$ cat src/rtl/dual_core_bus_arbiter.sv
// dual_core_bus_arbiter
//   Shares the single gpiomem port between core0 and core1. Grants are
//   round-robin on ties, tenure is bounded by MAX_HOLD while the other core
//   is waiting, and every change of owner passes through a one-cycle TURN
//   gap during which nothing is driven onto the memory port.
//
//   Handshake: a core raises reqN and holds it for its whole transaction
//   sequence; gntN is high on exactly the cycles that core owns the port,
//   and each such cycle with rwN=1 is a write that lands in gpiomem. gntN
//   low means the core's addr/wdata/rw are ignored and rdataN reads 0.
//
// Ports
//   clk, reset            clock, asynchronous active-low reset
//   req0/addr0/wdata0/rw0 core0 request, address, write data, 1=write
//   gnt0/rdata0           core0 grant (state decode), read data
//   req1/addr1/wdata1/rw1 core1 request, address, write data, 1=write
//   gnt1/rdata1           core1 grant (state decode), read data
//   ram_addr/ram_wdata    memory address / write data (owner's, else held)
//   ram_rw                memory write strobe, 0 whenever nobody owns
//   ram_rdata             memory read data
//   owner                 00 none, 01 core0, 10 core1
//   fsm_state             arbiter state for observation (IDLE/GNT0/GNT1/TURN)
//
//   CNT_W must satisfy 2**CNT_W > MAX_HOLD so the preemption compare is
//   reachable before the tenure counter saturates.

module dual_core_bus_arbiter #(
    parameter int ADDR_W   = 9,
    parameter int DATA_W   = 8,
    parameter int MAX_HOLD = 16,
    parameter int CNT_W    = 5
) (
    input  logic              clk,
    input  logic              reset,
    input  logic              req0,
    input  logic [ADDR_W-1:0] addr0,
    input  logic [DATA_W-1:0] wdata0,
    input  logic              rw0,
    output logic              gnt0,
    output logic [DATA_W-1:0] rdata0,
    input  logic              req1,
    input  logic [ADDR_W-1:0] addr1,
    input  logic [DATA_W-1:0] wdata1,
    input  logic              rw1,
    output logic              gnt1,
    output logic [DATA_W-1:0] rdata1,
    output logic [ADDR_W-1:0] ram_addr,
    output logic [DATA_W-1:0] ram_wdata,
    output logic              ram_rw,
    input  logic [DATA_W-1:0] ram_rdata,
    output logic [1:0]        owner,
    output logic [1:0]        fsm_state
);

    typedef enum logic [1:0] {
        IDLE = 2'd0,
        GNT0 = 2'd1,
        GNT1 = 2'd2,
        TURN = 2'd3
    } state_t;

    localparam bit              PREEMPT_EN = (MAX_HOLD != 0);
    // Tenure ends after MAX_HOLD grant cycles: the counter reads 0 on the
    // first grant cycle, so the last allowed cycle shows MAX_HOLD-1.
    localparam logic [CNT_W-1:0] HOLD_LAST = CNT_W'((MAX_HOLD == 0) ? 0 : MAX_HOLD - 1);
    localparam logic [CNT_W-1:0] CNT_MAX   = '1;

    state_t            state_q, state_d;
    logic              last_owner_q, last_owner_d;  // 0 = core0, 1 = core1
    logic [CNT_W-1:0]  hold_cnt_q, hold_cnt_d;
    logic [CNT_W-1:0]  hold_cnt_inc;
    logic [ADDR_W-1:0] addr_hold_q;
    logic [DATA_W-1:0] wdata_hold_q;
    logic              preempt0, preempt1;

    assign hold_cnt_inc = (hold_cnt_q == CNT_MAX) ? hold_cnt_q : hold_cnt_q + CNT_W'(1);
    assign preempt0     = PREEMPT_EN && (hold_cnt_q == HOLD_LAST) && req1;
    assign preempt1     = PREEMPT_EN && (hold_cnt_q == HOLD_LAST) && req0;
    assign fsm_state    = state_q;

    // Next-state, tenure counter and round-robin pointer.
    always_comb begin
        state_d      = state_q;
        last_owner_d = last_owner_q;
        hold_cnt_d   = '0;
        case (state_q)
            IDLE, TURN: begin
                if (req0 && req1) begin
                    state_d = last_owner_q ? GNT0 : GNT1;
                end else if (req0) begin
                    state_d = GNT0;
                end else if (req1) begin
                    state_d = GNT1;
                end else begin
                    state_d = IDLE;
                end
            end
            GNT0: begin
                hold_cnt_d = hold_cnt_inc;
                // Release and preemption both lead to TURN with the same
                // bookkeeping, so one branch covers either cause.
                if (!req0 || preempt0) begin
                    state_d      = TURN;
                    last_owner_d = 1'b0;
                    hold_cnt_d   = '0;
                end
            end
            GNT1: begin
                hold_cnt_d = hold_cnt_inc;
                if (!req1 || preempt1) begin
                    state_d      = TURN;
                    last_owner_d = 1'b1;
                    hold_cnt_d   = '0;
                end
            end
            default: state_d = IDLE;
        endcase
    end

    always_ff @(posedge clk or negedge reset) begin
        if (!reset) begin
            state_q      <= IDLE;
            last_owner_q <= 1'b1;
            hold_cnt_q   <= '0;
            addr_hold_q  <= '0;
            wdata_hold_q <= '0;
        end else begin
            state_q      <= state_d;
            last_owner_q <= last_owner_d;
            hold_cnt_q   <= hold_cnt_d;
            // Remember the last owner's address/data so the memory port
            // stays stable through TURN and IDLE.
            if (state_q == GNT0 || state_q == GNT1) begin
                addr_hold_q  <= ram_addr;
                wdata_hold_q <= ram_wdata;
            end
        end
    end

    // Port mux: only the owner reaches gpiomem and only the owner sees data.
    always_comb begin
        gnt0      = (state_q == GNT0);
        gnt1      = (state_q == GNT1);
        owner     = {gnt1, gnt0};
        ram_addr  = addr_hold_q;
        ram_wdata = wdata_hold_q;
        ram_rw    = 1'b0;
        rdata0    = '0;
        rdata1    = '0;
        case (state_q)
            GNT0: begin
                ram_addr  = addr0;
                ram_wdata = wdata0;
                ram_rw    = rw0;
                rdata0    = ram_rdata;
            end
            GNT1: begin
                ram_addr  = addr1;
                ram_wdata = wdata1;
                ram_rw    = rw1;
                rdata1    = ram_rdata;
            end
            default: ;
        endcase
    end

endmodule

$ cat config.mk
export PLATFORM = sky130hd
export DESIGN_NAME = dual_core_bus_arbiter
export DESIGN_NICKNAME = d
export VERILOG_FILES = /design/src/rtl/dual_core_bus_arbiter.sv
export SDC_FILE = /design/constraint.sdc
export NUM_CORES = 1
export LEC_CHECK = 0
export BUFFER_PORTS_ARGS = -buffer_cell sky130_fd_sc_hd__buf_4
export CAP_MARGIN = 20
export CORE_ASPECT_RATIO = 0.6
export CORE_MARGIN = 4
export CORE_UTILIZATION = 30
export DETAILED_ROUTE_END_ITERATION = 10
export HOLD_SLACK_MARGIN = 0.06
export PLACE_DENSITY_LB_ADDON = 0.05
export SLEW_MARGIN = 40
export SYNTH_ARGS = -nofsm -noshare
export SYNTH_HDL_FRONTEND = slang
export SYNTH_SLANG_ARGS = --single-unit
$ cat constraint.sdc
create_clock -name clk -period 2.2 [get_ports clk]
set_clock_uncertainty 0.2 [all_clocks]
set_input_delay 0.55 -clock clk [delete_from_list [all_inputs] [get_ports clk]]
set_output_delay 0.55 -clock clk [all_outputs]
set_load 0.02 [all_outputs]
# Yosys cells after proc, flatten, opt, wreduce, memory -nomap -nowiden
# Cells that the tools add are included.
# Widths: inputs -> output; s select.
[word_totals]
ff_bits = 25
output_inout_bits = 40
[op_classes]
add_sub_neg = 1
mux = 19
eq_ne = 7
n_reduce_logical = 13
[op_table]
columns = ["op", "n"]
rows = [
  ["$pmux 9 s2", 1],
  ["$mux 8", 2],
  ["$pmux 8 s2", 1],
  ["$mux 5", 3],
  ["$mux 2", 6],
  ["$pmux 5 s2", 1],
  ["$pmux 2 s3", 1],
  ["$add 5x1->5 const B", 1],
  ["$eq 5x4->1 const B", 1],
  ["$eq 5x5->1 const B", 1],
  ["$eq 2x2->1 const B", 2],
  ["$ne 2x1->1 const B", 2],
  ["$pmux 1 s2", 2],
  ["$logic_and 1x1->1", 3],
  ["$logic_or 1x1->1", 3],
  ["$reduce_and 3->1", 1],
  ["$eq 2x1->1 const B", 1],
  ["$logic_not 1->1", 2],
  ["$logic_not 2->1", 1],
  ["$mux 1", 2],
  ["$reduce_and 2->1", 1],
  ["$reduce_bool 2->1", 1],
  ["$reduce_or 2->1", 1],
]

# Longest topological paths before layout
# Gate-level depths: netlist (run 1).
[depth]
ltp_word = 5
depth_mapped = 6

# Least setup slack after synthesis (run 1)
# OpenSTA, ideal clock, no wires.
[synth_path]
kind = "register to output"
startpoint = "register state_q[1], in the netlist fsm_state[1]"
endpoint = "output port ram_addr[7]"
stages_incl_launch_ff = 7
setup_slack_ns = -0.337
arrival_time_ns = 1.787
cell_sequence = "dfrtp_1 -> inv_1 -> ha_1 -> clkbuf_8 -> buf_2 -> a22oi_1 -> o21ai_0"
[synth_between]
elab_chain_len = 2
word_cells_on_any_way = 3
[synth_rtl]
columns = ["element", "line", "rtl"]
rows = [
  ["start: declaration", "68", "state_t state_q, state_d;"],
  ["start signal: assignment", "128", "state_q <= state_d;"],
  ["$eq 2x1->1", "-", ""],
  ["net gnt0", "39", "output logic gnt0,"],
  ["$pmux 9 s2", "150", "case (state_q)"],
  ["end: declaration", "47", "output logic [ADDR_W-1:0] ram_addr,"],
]
# The timed path passes the listed nets, and every way through them passes these cells.

# Worst setup path in the final report (run 1)
[layout_path]
startpoint = "register state_q[1], in the netlist fsm_state[1]"
endpoint = "output port ram_wdata[2]"
[layout_between]
elab_chain_len = 2
word_cells_on_any_way = 3
[layout_rtl]
columns = ["element", "line", "rtl"]
rows = [
  ["$eq 2x2->1 or $eq 2x1->1 (tied branches)", "150", ""],
  ["$pmux 8 s2 (*)", "150", ""],
  ["end: declaration", "48", "output logic [DATA_W-1:0] ram_wdata,"],
]
# Mark *: on every way between the ends. The rest lies on a longest branch, timed or not.

==> results.json, run 1 <==
{
  "drc_errors": 0,
  "cts_max_level": 1,
  "reg2reg_depth": 7,
  "hold_depth": 2,
  "initial_core_util_pct": 31.5,
  "syn-cell-area_um2": 1470,
  "ir_worst_vdd_mv": 0.906,
  "grt_usage_pct": 15.2,
  "first_global_vias": 1530,
  "drt-initial-drc-count": 81,
  "syn_to_final_growth_pct": 74.3,
  "status": "finished, violations left",
  "grt_pass1_wl_mm": 7.62,
  "fin_nets": 304,
  "critPathRequiredTime_ns": 1.45,
  "syn_avg_cell_area_um2": 9.07,
  "worstSkewPairLatency_ns": 0.27,
  "rrSetupSlack_ns": 0.37,
  "ant_nets": 0,
  "hp-start": "wdata_hold_q[2]",
  "io_buffer_count": 87,
  "final_max_slew_viol_count": 0,
  "r2r_end": "fsm_state[1]",
  "async_flop_share_pct": 100,
  "ys_seq_area_share_pct": 42.7,
  "start_kind": "flop",
  "cts_tree": "yes",
  "design_power_total_mw": 4.08,
  "antenna_cells": 0,
  "syn_inst": 162,
  "post-place-ws_ns": 0.0660,
  "pin_count": 88,
  "wl_mm": 4.75,
  "path_max_fanout": 9,
  "root_buffer": "clkbuf_8",
  "cp_slowest_cell": "dfrtp_2",
  "finalHoldViolCount": 0,
  "num_vias": 1531,
  "max_cap_violations": 0,
  "synth_nets": 213,
  "antenna_found_initial": 0,
  "cts.clk_slew.worst_paths_ns": 0.09,
  "path_class": "flop to output pin",
  "powerDensity_nw_per_um2": 1600,
  "ys_ff_latch": 25,
  "clock_sinks": 25,
  "rsz0062_at_grt": "true",
  "first_pass_iters": 4,
  "grt_overflow": 0,
  "synthFlopType": "dfrtp_1",
  "cts_made_buffers": 3,
  "fin_ws_ns": -0.0984,
  "yosysWarnings": 0,
  "rows": 19,
  "post-route-period-util_pct": 104,
  "violations": "negative setup slack",
  "n_fill_cell": 430,
  "setup_violations": 18,
  "synth_edf_count": 0,
  "min_period_ns": 2.30,
  "min_path_type": "flop to flop",
  "worst-path-buf-inv": 2,
  "gp_congestion": 0.776,
  "fp.dieArea_um2": 6120,
  "dp_hpwl_mm": 3.05,
  "slowest_delay_ns": 0.45,
  "core_um2": 4660,
  "die_h_um": 62.2,
  "crit_chain": "ha_4, buf_12, nand2_1, o21ai_1, buf_4",
  "post_drt_wl_per_cell_um": 15.1,
  "arrival_ns": 1.55,
  "grt_max_degree": 26,
  "crit_family": "flip-flops",
  "drive_gt1_share_pct": 59.5,
  "crit_path_end_kind": "output pin",
  "cts_buffer_depth": 2,
  "worstMarginPinSlew_ns": 0.342,
  "holdPathEnd": "wdata_hold_q[2]",
  "synth_cell_type_count": 31,
  "p_leak_nw": 1.19,
  "reg2reg_from": "fsm_state[1]",
  "die_w_um": 98.3,
  "maxSlewHeadroom_pct": 77.2,
  "max_freq_ghz": 0.435,
  "drt-vias-per-instance": 4.86
}
==> cells by family after synthesis <==
logic type	Yosys count	synth area share [%]
mux	3	2.04
compound gates	65	28.0
xor+xnor	2	1.19
buf+inv	20	7.84
fa+ha+maj	3	2.56
flops	25	42.7
simple gates	44	15.7
==> routing by layer <==
layer	global-route usage, %	part of all wire, %
met5	0	0
met3	5.03	9.0
met2	23.2	43
met1	21.4	47
met4	2.39	0.40
==> where the power goes <==
group          switching [mW]  leakage, nW  total, mW  internal, mW
Clock                   0.144       0.0228      0.273         0.129
Combinational            1.66        0.848       3.13          1.47
Sequential             0.0707        0.323      0.684         0.613
Total                    1.87         1.19       4.08          2.21
==> cell usage after synthesis (all sizes together), types with 2 or more instances <==
master | count | share of area (%)
dfrtp | 24 | 41
a21oi | 4 | 1.4
buf | 8 | 3.8
clkbuf | 6 | 2.5
nand3 | 2 | 1.0
a211oi | 3 | 2.2
mux2i | 3 | 2.0
nor2 | 4 | 1.0
xnor2 | 2 | 1.2
a22oi | 18 | 9.2
o21ai | 36 | 13
ha | 3 | 2.6
and2 | 16 | 6.8
nand2 | 18 | 4.6
inv | 6 | 1.5
==> layout make-up <==
cell class / instances / area, µm² / share of cell area, %
repair buffers: 100 / 892 / 34.8
multi-input cells: 117 / 892 / 34.8
well taps: 63 / 78.8 / 3.08
clock buffers: 4 / 45.0 / 1.76
flip-flops and latches: 25 / 629 / 24.6
inverters: 6 / 22.5 / 0.880
==> state kept, by name (all words and copies together) (netlist names) <==
name / count
addr_hold_q: 9
hold_cnt_q: 5
wdata_hold_q: 8
last_owner_q: 1
fsm_state: 2
==> layout by cell type, fill, tap and decap left out, drive strengths merged <==
master and n:
o21ai 36, nand3b 1, dfstp 1, buf 98, o211a 1, ha 3, nand2 18, inv 6
nand3 2, nand2b 1, clkbuf 5, nand4 1, and2b 1, o211ai 1, and2 16, a22oi 18
a211oi 3, a21oi 4, a22o 1, mux2i 3, xnor2 2, dfrtp 24, nor2 4, a21o 1
dlygate4sd3 1
==> timing repair <==
item	4_1_cts	5_1_grt
pin swaps	2	1
hold buffers	1	0
endpoints found under the setup margin	34	34
setup buffers	5	1
endpoints found under the hold margin	24	0
resized for setup	29	12
cloned	1	1
==> stage by stage <==
step	cells	cell area, µm²	hold WS [ns]	util [%]	TNS (ns)
5_1_grt	315	2560	0.328	54.9	-3.30
3_3_place_gp	302	2230	0.265	47.8	0
4_1_cts	313	2490	0.291	53.4	-1.51
3_5_place_dp	302	2230	0.269	47.8	0
6_report	315	2560	0.291	54.9	-1.46
2_1_floorplan	162	1550	0.0544	-	-0.0218
==> worst reg2reg max path: cells and delay by family, from the launching register on <==
family,cells,cell delay (ns)
buffers and inverters,3,0.36
DFF,1,0.42
muxes,1,0.25
AOI/OAI and AO/OA,2,0.34
adders and majority gates,1,0.18
==> how the worst max path moves through the flow <==
stage                 startpoint           end  slack (ns)  depth (start not counted)
finish              fsm_state[1]  ram_wdata[2]        -0.1                          5
detailed placement  fsm_state[0]   ram_addr[5]        0.07                          5
global placement    fsm_state[0]   ram_addr[3]        0.08                          5
floorplan           fsm_state[0]  ram_wdata[0]      -0.004                          5
global route        fsm_state[0]  ram_wdata[2]       -0.20                          6
CTS                 fsm_state[1]  ram_wdata[1]       -0.12                          5
No activity file was read; power rests on OpenSTA's default activity.
==> inputs of run 2 (changes only) <==
--- a/config.mk
+++ b/config.mk
@@ -7,7 +7,6 @@
 export LEC_CHECK = 0
 export BUFFER_PORTS_ARGS = -buffer_cell sky130_fd_sc_hd__buf_4
 export CAP_MARGIN = 20
-export CORE_ASPECT_RATIO = 0.6
 export CORE_MARGIN = 4
 export CORE_UTILIZATION = 30
 export DETAILED_ROUTE_END_ITERATION = 10
@@ -17,3 +16,4 @@
 export SYNTH_ARGS = -nofsm -noshare
 export SYNTH_HDL_FRONTEND = slang
 export SYNTH_SLANG_ARGS = --single-unit
+export TNS_END_PERCENT = 10
==> results.json, run 2 (synthesis results as in run 1) <==
{
  "status": "finished, violations left",
  "violations": "negative setup slack",
  "ir_worst_vdd_mv": 0.900,
  "post-route-period-util_pct": 104,
  "core_um2": 4720,
  "crit_chain": "ha_4, bufbuf_16, o21ai_2, buf_6",
  "grt_max_degree": 26,
  "critPathLaunch": "fsm_state[1]",
  "pin_count": 88,
  "powerDensity_nw_per_um2": 1540,
  "arrival_ns": 1.55,
  "fp.dieArea_um2": 6080,
  "num_vias": 1506,
  "seqCellArea_um2": 628,
  "clock_sinks": 25,
  "finalHoldViolCount": 0,
  "rrSetupSlack_ns": 0.38,
  "syn_to_final_growth_pct": 81.9,
  "fin_nets": 302,
  "reg2reg_from": "fsm_state[0]",
  "cts_tree": "yes",
  "max_cap_violations": 0,
  "fin_ws_ns": -0.0963,
  "drt-vias-per-instance": 4.75,
  "final_max_slew_viol_count": 0,
  "rows": 25,
  "max_freq_ghz": 0.435,
  "cts_buffer_depth": 2,
  "die_h_um": 78.0,
  "crit_path_end_kind": "output pin",
  "post-place-ws_ns": 0.101,
  "final_common_cell": "buf_4",
  "largestRegisters": "addr_hold_q x9, wdata_hold_q x8, hold_cnt_q x5",
  "post_drt_wl_per_cell_um": 13.8,
  "cts_max_level": 1,
  "drive_gt1_share_pct": 68.4,
  "rsz0062_at_grt": "true",
  "p_leak_nw": 1.23,
  "first_global_vias": 1497,
  "grt_pass1_wl_mm": 7.10,
  "drc_errors": 0,
  "wl_mm": 4.37,
  "gp_congestion": 0.775,
  "ant_nets": 0,
  "grt_usage_pct": 14.5,
  "die_w_um": 78.0,
  "start_kind": "flop",
  "first_pass_iters": 4,
  "cts.clk_slew.worst_paths_ns": 0.08,
  "multiInputGateArea_um2": 963,
  "worstSkewPairLatency_ns": 0.27,
  "dp_hpwl_mm": 3.21,
  "setup_violations": 17,
  "cp_slowest_cell": "dfrtp_2",
  "io_buffer_count": 87,
  "n_fill_cell": 427,
  "cts_made_buffers": 3,
  "path_max_fanout": 14,
  "grt_overflow": 0,
  "largest_reg_flops": 9,
  "reg2reg_depth": 7,
  "path_class": "flop to output pin",
  "regMostFlops": "addr_hold_q",
  "maxSlewHeadroom_pct": 78.8,
  "initial_core_util_pct": 31.1,
  "instances_no_fill": 317,
  "drt-initial-drc-count": 32,
  "dp.cells": 308,
  "mostFrequentLayoutCells": "buf_4 (62), buf_6 (29), dfrtp_1 (23)",
  "min_path_type": "flop to flop",
  "worstMarginPinSlew_ns": 0.318,
  "root_buffer": "clkbuf_8",
  "crit_end": "ram_wdata[6]",
  "antenna_cells": 0,
  "antenna_found_initial": 0,
  "min_period_ns": 2.30,
  "r2r_end": "fsm_state[1]",
  "slowest_delay_ns": 0.45,
  "critPathRequiredTime_ns": 1.45
}
run 2: worst min-delay path by stage:
stage / slack, ns / endpoint / cells past startpoint / startpoint
floorplan: 0.05 / addr_hold_q[0] / 0 / reset
detailed placement: 0.27 / wdata_hold_q[1] / 2 / wdata_hold_q[1]
global placement: 0.27 / wdata_hold_q[2] / 2 / wdata_hold_q[2]
CTS: 0.30 / wdata_hold_q[2] / 2 / wdata_hold_q[2]
finish: 0.29 / wdata_hold_q[4] / 2 / wdata_hold_q[4]
global route: 0.32 / wdata_hold_q[2] / 2 / wdata_hold_q[2]
run 2: power by group:
| group | internal, mW | switching, mW | leakage (nW) |
|---|---|---|---|
| Combinational | 1.54 | 1.62 | 0.882 |
| Clock | 0.129 | 0.141 | 0.0228 |
| Sequential | 0.612 | 0.0708 | 0.324 |
| Total | 2.28 | 1.83 | 1.23 |
run 2: final cells by class:
| cell class | count | area share [%] |
|---|---|---|
| multi-input cells | 117 | 36.0 |
| flip-flops and latches | 25 | 23.5 |
| well taps | 67 | 3.14 |
| inverters | 6 | 0.843 |
| repair buffers | 98 | 34.8 |
| clock buffers | 4 | 1.69 |
run 2: repair_timing:
action,4_1_cts,5_1_grt
buffers inserted,3,0
endpoints found under the setup margin,25,34
resized for setup,45,36
pin swaps,13,9
gates cloned,1,0
hold buffers,1,0
hold endpoints to repair,24,0
run 2: metrics by stage:
stage | total power [mW] | setup TNS [ns] | utilization (%) | instance area (µm²) | hold WS (ns)
2_1_floorplan | 2.23 | -0.362 | - | 1520 | 0.0544
3_3_place_gp | 3.18 | 0 | 47.9 | 2260 | 0.269
3_5_place_dp | 3.18 | 0 | 47.9 | 2260 | 0.273
4_1_cts | 3.99 | -1.21 | 54.2 | 2560 | 0.297
5_1_grt | 4.38 | -2.50 | 56.6 | 2670 | 0.321
6_report | 4.11 | -0.974 | 56.6 | 2670 | 0.291
run 2: per-layer routing:
metal | wire length (µm) | vias up | GRT usage [%]
li1 | - | 750 | -
met5 | 0 | - | 0
met1 | 1760 | 709 | 16.7
met2 | 2250 | 43 | 26.7
met3 | 334 | 4 | 4.29
met4 | 29 | 0 | 2.62
run 2: worst max-delay path, delay by kind of cell (launching register included):
family | cells | cell delay [ns]
adders and majority gates | 1 | 0.28
DFF | 1 | 0.45
AOI/OAI and AO/OA | 1 | 0.12
buffers and inverters | 2 | 0.42
==> inputs of run 3 (changes only) <==
--- a/config.mk
+++ b/config.mk
@@ -8,7 +8,7 @@
 export BUFFER_PORTS_ARGS = -buffer_cell sky130_fd_sc_hd__buf_4
 export CAP_MARGIN = 20
 export CORE_MARGIN = 4
-export CORE_UTILIZATION = 30
+export CORE_UTILIZATION = 43
 export DETAILED_ROUTE_END_ITERATION = 10
 export HOLD_SLACK_MARGIN = 0.06
 export PLACE_DENSITY_LB_ADDON = 0.05
==> results.json, run 3 (synthesis results as in run 1) <==
{
  "status": "finished, violations left",
  "violations": "negative setup slack",
  "critPathRequiredTime_ns": 1.45,
  "final_max_slew_viol_count": 0,
  "drt-initial-drc-count": 167,
  "post-place-ws_ns": -0.0456,
  "first_pass_iters": 4,
  "clock_sinks": 25,
  "holdPathEnd": "addr_hold_q[0]",
  "worstMarginPinSlew_ns": 0.331,
  "cts_max_level": 1,
  "fin_util_pct": 82.9,
  "antenna_cells": 0,
  "fin_nets": 305,
  "crit_family": "flip-flops",
  "post_drt_wl_per_cell_um": 18.1,
  "cts_buffer_depth": 2,
  "num_vias": 1649,
  "regMostFlops": "addr_hold_q",
  "grt_usage_pct": 21.0,
  "final_area_um2": 2610,
  "rrSetupSlack_ns": 0.52,
  "drc_errors": 0,
  "p_leak_nw": 1.24,
  "postPlaceCellArea_um2": 2200,
  "root_buffer": "clkbuf_4",
  "cts_made_buffers": 3,
  "antenna_found_initial": 0,
  "cp_slowest_cell": "dfrtp_2",
  "max_freq_ghz": 0.421,
  "largest_reg_flops": 9,
  "cts.clk_slew.worst_paths_ns": 0.14,
  "r2r_end": "hold_cnt_q[3]",
  "worstSkewPairLatency_ns": 0.32,
  "cts_tree": "yes",
  "crit_path_end_kind": "output pin",
  "max_cap_violations": 0,
  "maxSlewHeadroom_pct": 77.9,
  "worst-path-buf-inv": 2,
  "min_period_ns": 2.37,
  "grt_pass1_wl_mm": 7.11,
  "hp-start": "addr_hold_q[0]",
  "grt_max_degree": 30,
  "wl_mm": 5.37,
  "setup_violations": 26,
  "path_max_fanout": 6,
  "rsz0062_at_grt": "true",
  "die_h_um": 66.4,
  "largestRegisters": "addr_hold_q x9, wdata_hold_q x8, hold_cnt_q x5",
  "final_common_cell": "buf_4",
  "post-route-period-util_pct": 108,
  "core_um2": 3150,
  "gp_congestion": 0.815,
  "ir_worst_vdd_mv": 0.881,
  "powerDensity_nw_per_um2": 1640,
  "ant_nets": 0,
  "io_buffer_count": 87,
  "rows": 20,
  "start_kind": "flop",
  "min_path_type": "flop to flop",
  "arrival_ns": 1.62,
  "dp_hpwl_mm": 3.26,
  "grt_overflow": 0,
  "syn_to_final_growth_pct": 77.9,
  "path_class": "flop to output pin",
  "fp.dieArea_um2": 4410,
  "die_w_um": 66.4,
  "pin_count": 88,
  "mostFrequentLayoutCells": "buf_4 (78), dfrtp_1 (23), a22oi_2 (18), o21ai_0 (18)",
  "drt-vias-per-instance": 5.55,
  "slowest_delay_ns": 0.46,
  "initial_core_util_pct": 46.6,
  "finalHoldViolCount": 0,
  "crit_chain": "ha_4, buf_12, nand2_1, o21ai_1, buf_4",
  "reg2reg_depth": 5,
  "drive_gt1_share_pct": 64.4,
  "reg2reg_from": "fsm_state[1]",
  "fin_ws_ns": -0.174,
  "first_global_vias": 1491,
  "hold_depth": 2
}
[run 3: changes by cell type in the layout (fill, tap and decap cells not counted), sizes merged]
cell    before  now
clkinv       0    1
bufbuf       1    0
clkbuf       4    7
[run 3: layout make-up]
| class | count | area (µm²) |
|---|---|---|
| Fill cell | 198 | 541 |
| Inverter | 6 | 22.5 |
| Clock inverter | 1 | 5.00 |
| Sequential cell | 25 | 628 |
| Multi-Input combinational cell | 117 | 946 |
| Timing Repair Buffer | 101 | 933 |
| Clock buffer | 3 | 22.5 |
| Tap cell | 44 | 55.1 |
[run 3: worst max path at each step]
stage                             from            to  slack (ns)  depth (start not counted)
after floorplan           fsm_state[0]  ram_wdata[0]       -0.03                          5
after global placement    fsm_state[1]  ram_wdata[5]       -0.03                          5
after detailed placement  fsm_state[1]  ram_wdata[6]       -0.05                          5
after CTS                 fsm_state[1]   ram_addr[1]       -0.15                          5
after global routing      fsm_state[1]  ram_wdata[2]       -0.24                          5
final                     fsm_state[1]  ram_wdata[1]       -0.17                          5
[run 3: worst min-delay path, stage by stage (launching register included)]
cell and delay (ns):
dfrtp_1 0.36, nand2_2 0.06, o21ai_0 0.07
[run 3: repair_timing]
| action | 4_1_cts | 5_1_grt |
|---|---|---|
| buffers inserted | 4 | 1 |
| resized for setup | 32 | 22 |
| setup endpoints to repair | 33 | 34 |
| gates cloned | 0 | 4 |
| pin swaps | 16 | 3 |
| hold endpoints to repair | 24 | 0 |
| hold buffers | 1 | 0 |
[run 3: stage by stage]
stage / power (mW) / instances / hold slack, ns / TNS [ns]
after floorplan: 2.23 / 162 / 0.0544 / -0.362
after global placement: 3.06 / 283 / 0.268 / -0.0355
after detailed placement: 3.12 / 283 / 0.271 / -0.431
after CTS: 3.65 / 292 / 0.305 / -2.59
after global routing: 4.51 / 297 / 0.308 / -5.08
final: 4.28 / 297 / 0.325 / -2.87
[run 3: where the power goes]
group	leakage [nW]	switching, mW	internal, mW
clock	0.0177	0.144	0.0681
sequential	0.324	0.0825	0.612
combinational	0.898	1.76	1.61
[run 3: routing by layer]
metal | vias up | track usage [%] | part of all wire [%]
met1 | 817 | 24.7 | 38
li1 | 757 | - | -
met5 | - | 0 | 0
met2 | 68 | 37.5 | 55
met4 | 0 | 7.11 | 0.93
met3 | 7 | 4.42 | 6.6
